### config.mk
export PLATFORM = sky130hd
export DESIGN_NAME = serial_adder_driver
export DESIGN_NICKNAME = d
export VERILOG_FILES = /design/src/rtl/serial_adder_driver_pkg.sv /design/src/rtl/piso_shift.sv /design/src/rtl/serial_adder_driver.sv
export SDC_FILE = /design/constraint.sdc
export NUM_CORES = 1
export LEC_CHECK = 0
export BUFFER_PORTS_ARGS = -buffer_cell sky130_fd_sc_hd__buf_2
export CAP_MARGIN = 30
export CORE_AREA = 2 2 44 87
export DETAILED_ROUTE_END_ITERATION = 16
export DIE_AREA = 0 0 46 89
export GPL_TIMING_DRIVEN = 0
export PLACE_DENSITY = 0.74
export SYNTH_ARGS = -nofsm -noshare
export SYNTH_HDL_FRONTEND = slang
export SYNTH_SLANG_ARGS = --single-unit
### constraint.sdc
create_clock -name clk -period 2.2 [get_ports clk]
set_clock_uncertainty 0.2 [all_clocks]
set_input_delay 0.11 -clock clk [delete_from_list [all_inputs] [get_ports clk]]
set_output_delay 0.11 -clock clk [all_outputs]
set_load 0.1 [all_outputs]
### src/rtl/serial_adder_driver_pkg.sv
// serial_adder_driver_pkg: shared state encoding, default width and counter sizing
package serial_adder_driver_pkg;
    localparam int DEF_WIDTH = 8;
    typedef enum logic [1:0] {IDLE = 2'd0, CLR = 2'd1, SHIFT = 2'd2, DONE = 2'd3} state_t;
    function automatic int cnt_w(input int w);
        return (w < 2) ? 1 : $clog2(w);
    endfunction
endpackage

### src/rtl/piso_shift.sv
// piso_shift: parallel-load right-shift register presenting its LSB
// ports: clk, reset (sync, active-high), load (priority), shift, d (parallel in), lsb (serial out)
module piso_shift
    import serial_adder_driver_pkg::*;
#(
    parameter int WIDTH = DEF_WIDTH
) (
    input  logic             clk,
    input  logic             reset,
    input  logic             load,
    input  logic             shift,
    input  logic [WIDTH-1:0] d,
    output logic             lsb
);
    logic [WIDTH-1:0] q;
    always_ff @(posedge clk) begin
        if (reset) q <= '0;
        else if (load) q <= d;
        else if (shift) q <= {1'b0, q[WIDTH-1:1]};
    end
    assign lsb = q[0];
endmodule

### src/rtl/serial_adder_driver.sv
// serial_adder_driver: parallel front/back end feeding a bit-serial adder LSB-first and collecting its sum
// ports: clk, reset (sync, active-high); start/op_a/op_b request side; busy status;
//        ser_a/ser_b/ser_en/ser_clr to the adder, sum_bit from it; result/done/overflow completion side
module serial_adder_driver
    import serial_adder_driver_pkg::*;
#(
    parameter int WIDTH = DEF_WIDTH
) (
    input  logic             clk,
    input  logic             reset,
    input  logic             start,
    input  logic [WIDTH-1:0] op_a,
    input  logic [WIDTH-1:0] op_b,
    output logic             busy,
    output logic             ser_a,
    output logic             ser_b,
    output logic             ser_en,
    output logic             ser_clr,
    input  logic             sum_bit,
    output logic [WIDTH-1:0] result,
    output logic             done,
    output logic             overflow
);
    localparam int CW = cnt_w(WIDTH);
    state_t         state;
    logic [CW-1:0]  cnt;
    logic [WIDTH-1:0] col;
    logic           sign_a, sign_b, a_lsb, b_lsb, accept;
    assign busy    = (state == CLR) || (state == SHIFT);
    assign ser_en  = state == SHIFT;
    assign ser_clr = state == CLR;
    assign done    = state == DONE;
    assign ser_a   = ser_en & a_lsb;
    assign ser_b   = ser_en & b_lsb;
    assign accept  = start && !busy;
    piso_shift #(.WIDTH(WIDTH)) u_a (
        .clk(clk), .reset(reset), .load(accept), .shift(ser_en), .d(op_a), .lsb(a_lsb)
    );
    piso_shift #(.WIDTH(WIDTH)) u_b (
        .clk(clk), .reset(reset), .load(accept), .shift(ser_en), .d(op_b), .lsb(b_lsb)
    );
    always_ff @(posedge clk) begin
        if (reset) begin
            state    <= IDLE;
            cnt      <= '0;
            col      <= '0;
            sign_a   <= 1'b0;
            sign_b   <= 1'b0;
            result   <= '0;
            overflow <= 1'b0;
        end else begin
            if (accept) begin
                sign_a <= op_a[WIDTH-1];
                sign_b <= op_b[WIDTH-1];
            end
            case (state)
                IDLE:  state <= start ? CLR : IDLE;
                CLR: begin
                    cnt   <= '0;
                    state <= SHIFT;
                end
                SHIFT: begin
                    col <= {sum_bit, col[WIDTH-1:1]};
                    cnt <= cnt + 1'b1;
                    if (cnt == CW'(WIDTH - 1)) begin
                        // sum_bit is the final (MSB) sample, so the result sign is sum_bit itself
                        state    <= DONE;
                        result   <= {sum_bit, col[WIDTH-1:1]};
                        overflow <= (sign_a == sign_b) && (sum_bit != sign_a);
                    end
                end
                default: state <= start ? CLR : IDLE;
            endcase
        end
    end
endmodule

==> flow_metrics.tcl <==
set metrics [dict create \
    status "completed" \
    worst_slew_pin_slew_ns 0.487 \
    pre_cts_ws_ns 0.438 \
    holdBufCountCts 21 \
    drt-total-wl_mm 3.60 \
    cts_made_buffers 5 \
    multi_input_area_sq_um 857 \
    yosysSeqAreaShare_pct 44.7 \
    rsz0062_at_grt "no" \
    cts_setup_buffers 0 \
    grt.total_usage_pct 20.3 \
    synth_compound_area_share_pct 16.6 \
    cap_violations 0 \
    ys_ff_latch 39 \
    hpwl_mm 2.45 \
    async_reset_ff_share_pct 0 \
    required_ns 1.89 \
    wl_per_cell_microns 13.3 \
    grt_pass1_vias 1399 \
    crit_path_end_kind "output port" \
    hp-class "reg -> reg" \
    drcViolationCount 0 \
    synth_top_family_by_area "compound AO/OA/AOI/OAI gates" \
    max_slew_margin_pct 67.8 \
    area_growth_pct 30.5 \
    peakVddDrop_mv 0.753 \
    power_density_mw_per_mm2 1260 \
    slew_violations 0 \
    synthCells 177 \
    seq_area_sq_um 781 \
    synth_xor_area_share_pct 0 \
    grt-ovfl-total 0 \
    yosys_warnings 0 \
    cts_tree "built" \
    die_h_microns 89 \
    final_cell_mix "dfxtp_1 (39), buf_2 (38), nor2_1 (25)" \
    setup_slack_ns 0.133 \
    clockBufferDepth 2 \
    startpoint_type "register" \
    cts_sinks 39 \
    avgSynthCellArea_sq_um 9.86 \
    initialDrtViolationCount 17 \
    vias 1436 \
    htree_levels 2 \
    fillerInstances 274 \
    finalSetupViolations 0 \
    grt_max_degree 13 \
    yosysUniqueCellTypes 25 \
    period_share_pct 94.0 \
    layout_commonest_cell "dfxtp_1" \
    fin_area_sq_mm 0.00228 \
    min_period_ns 2.07 \
    antenna_cells 0 \
    io_pins 35 \
    max_freq_mhz 484 \
    worstPathMaxFanout 10 \
    placed_area_sq_mm 0.00195 \
    clk_latency_ns 0.30 \
    synth_edf_count 0 \
    path_class "reg -> out" \
    synth-simple-area-share_pct 16.1 \
    synth.cell_area_sq_mm 0.00175 \
    synthAdderAreaFrac_pct 4.30 \
    cts_root_buf "clkbuf_8" \
    synthMuxAreaShare_pct 12.0 \
    nets 264 \
    drtPass1Iterations 4 \
    ys.flop_type "dfxtp_1" \
    drive_gt1_share_pct 31.0 \
    ant_nets 0 \
    start_util_pct 51.7 \
    leakage_nw 0.936 \
    ctsResizeCount 0 \
    portBuffers 33 \
    grt_antenna_before_repair 0 \
    vias_per_cell 5.30 \
    core_area_sq_mm 0.00338 \
    clk_pin_slew_ns 0.08 \
    fp-row-count 30 \
    dieWidth_microns 46 \
    hold_violations 0 \
    arrival_ns 1.76 \
    grt_pass1_wl_mm 6.04 \
    syn-num-nets 203 \
    routabilityCongestion 0.764 \
    fin_tns_setup_ns 0 \
    die_area_sq_mm 0.00409 \
    power_mw 2.87 \
]
-- registers in the layout, indices dropped and copies added (netlist names) --
register,flops
overflow,1
cnt,3
sign_b,1
u_a.q,8
sign_a,1
col,7
result,8
state,2
u_b.q,8
-- cell type report --
cell class | count | share of cell area (%)
clock buffer | 6 | 3.62
tap | 32 | 1.76
clock inverter | 2 | 1.54
sequential | 39 | 34.3
buffer | 13 | 4.23
multi-input combinational | 122 | 37.6
timing repair buffer | 54 | 16.5
inverter | 3 | 0.494
-- cell families (layout without fill, tap and decap cells) --
kind of cell,Yosys count,in the layout
flip-flops,39,39
multiplexers,21,21
adder cells (fa/ha/maj),6,6
AO/OA/AOI/OAI,33,33
buffers and inverters,16,78
AND/OR/NAND/NOR,62,62
-- synth_stat cells, drive strengths merged (2+ instances only) --
library cell | count | area share [%]
mux2i | 21 | 12
dfxtp | 39 | 45
nor2 | 25 | 5.4
nand3 | 12 | 3.4
inv | 3 | 0.65
ha | 6 | 4.3
buf | 12 | 5.3
a211oi | 15 | 10
a21oi | 17 | 5.3
nand2 | 18 | 4.4
and2 | 2 | 0.72
-- worst max-delay path, stage by stage, from the launching register on --
cell     delay, ns
dfxtp_1       0.39
inv_1         0.08
ha_1          0.29
buf_4         0.18
inv_2         0.09
buf_2         0.43
-- power by group --
group	leakage [nW]	switching, mW	internal, mW
Clock	0.0612	0.260	0.367
Sequential	0.319	0.0790	0.837
Combinational	0.556	0.859	0.470
-- layer usage --
layer	global-route usage, %	vias up	wire length [microns]	part of all wire [%]
li1	-	731	-	-
met2	36.2	40	1990	55
met4	8.05	0	57	1.6
met5	0	-	0	0
met3	4.85	6	120	3.3
met1	21.6	659	1430	40
-- stage by stage --
stage,std cells,hold slack [ns],utilization (%)
2_1_floorplan,177,0.0572,-
3_3_place_gp,242,0.212,57.7
3_5_place_dp,242,0.216,57.7
4_1_cts,271,0.255,67.4
5_1_grt,271,0.269,67.4
6_report,271,0.253,67.4
-- path summary, 6_finish.rpt --
kind	start	to	slack (ns)	cells after the start
worst max register to register	state[0]$_SDFFE_PP0P_	sign_b$_SDFFE_PP0P_	0.19	6
worst min register to register	result[3]$_SDFFE_PP0P_	result[3]$_SDFFE_PP0P_	0.25	2
worst max-delay path	state[0]$_SDFFE_PP0P_	busy	0.13	5
worst min-delay path	result[3]$_SDFFE_PP0P_	result[3]$_SDFFE_PP0P_	0.25	2
No activity file was read; power rests on OpenSTA's default activity.
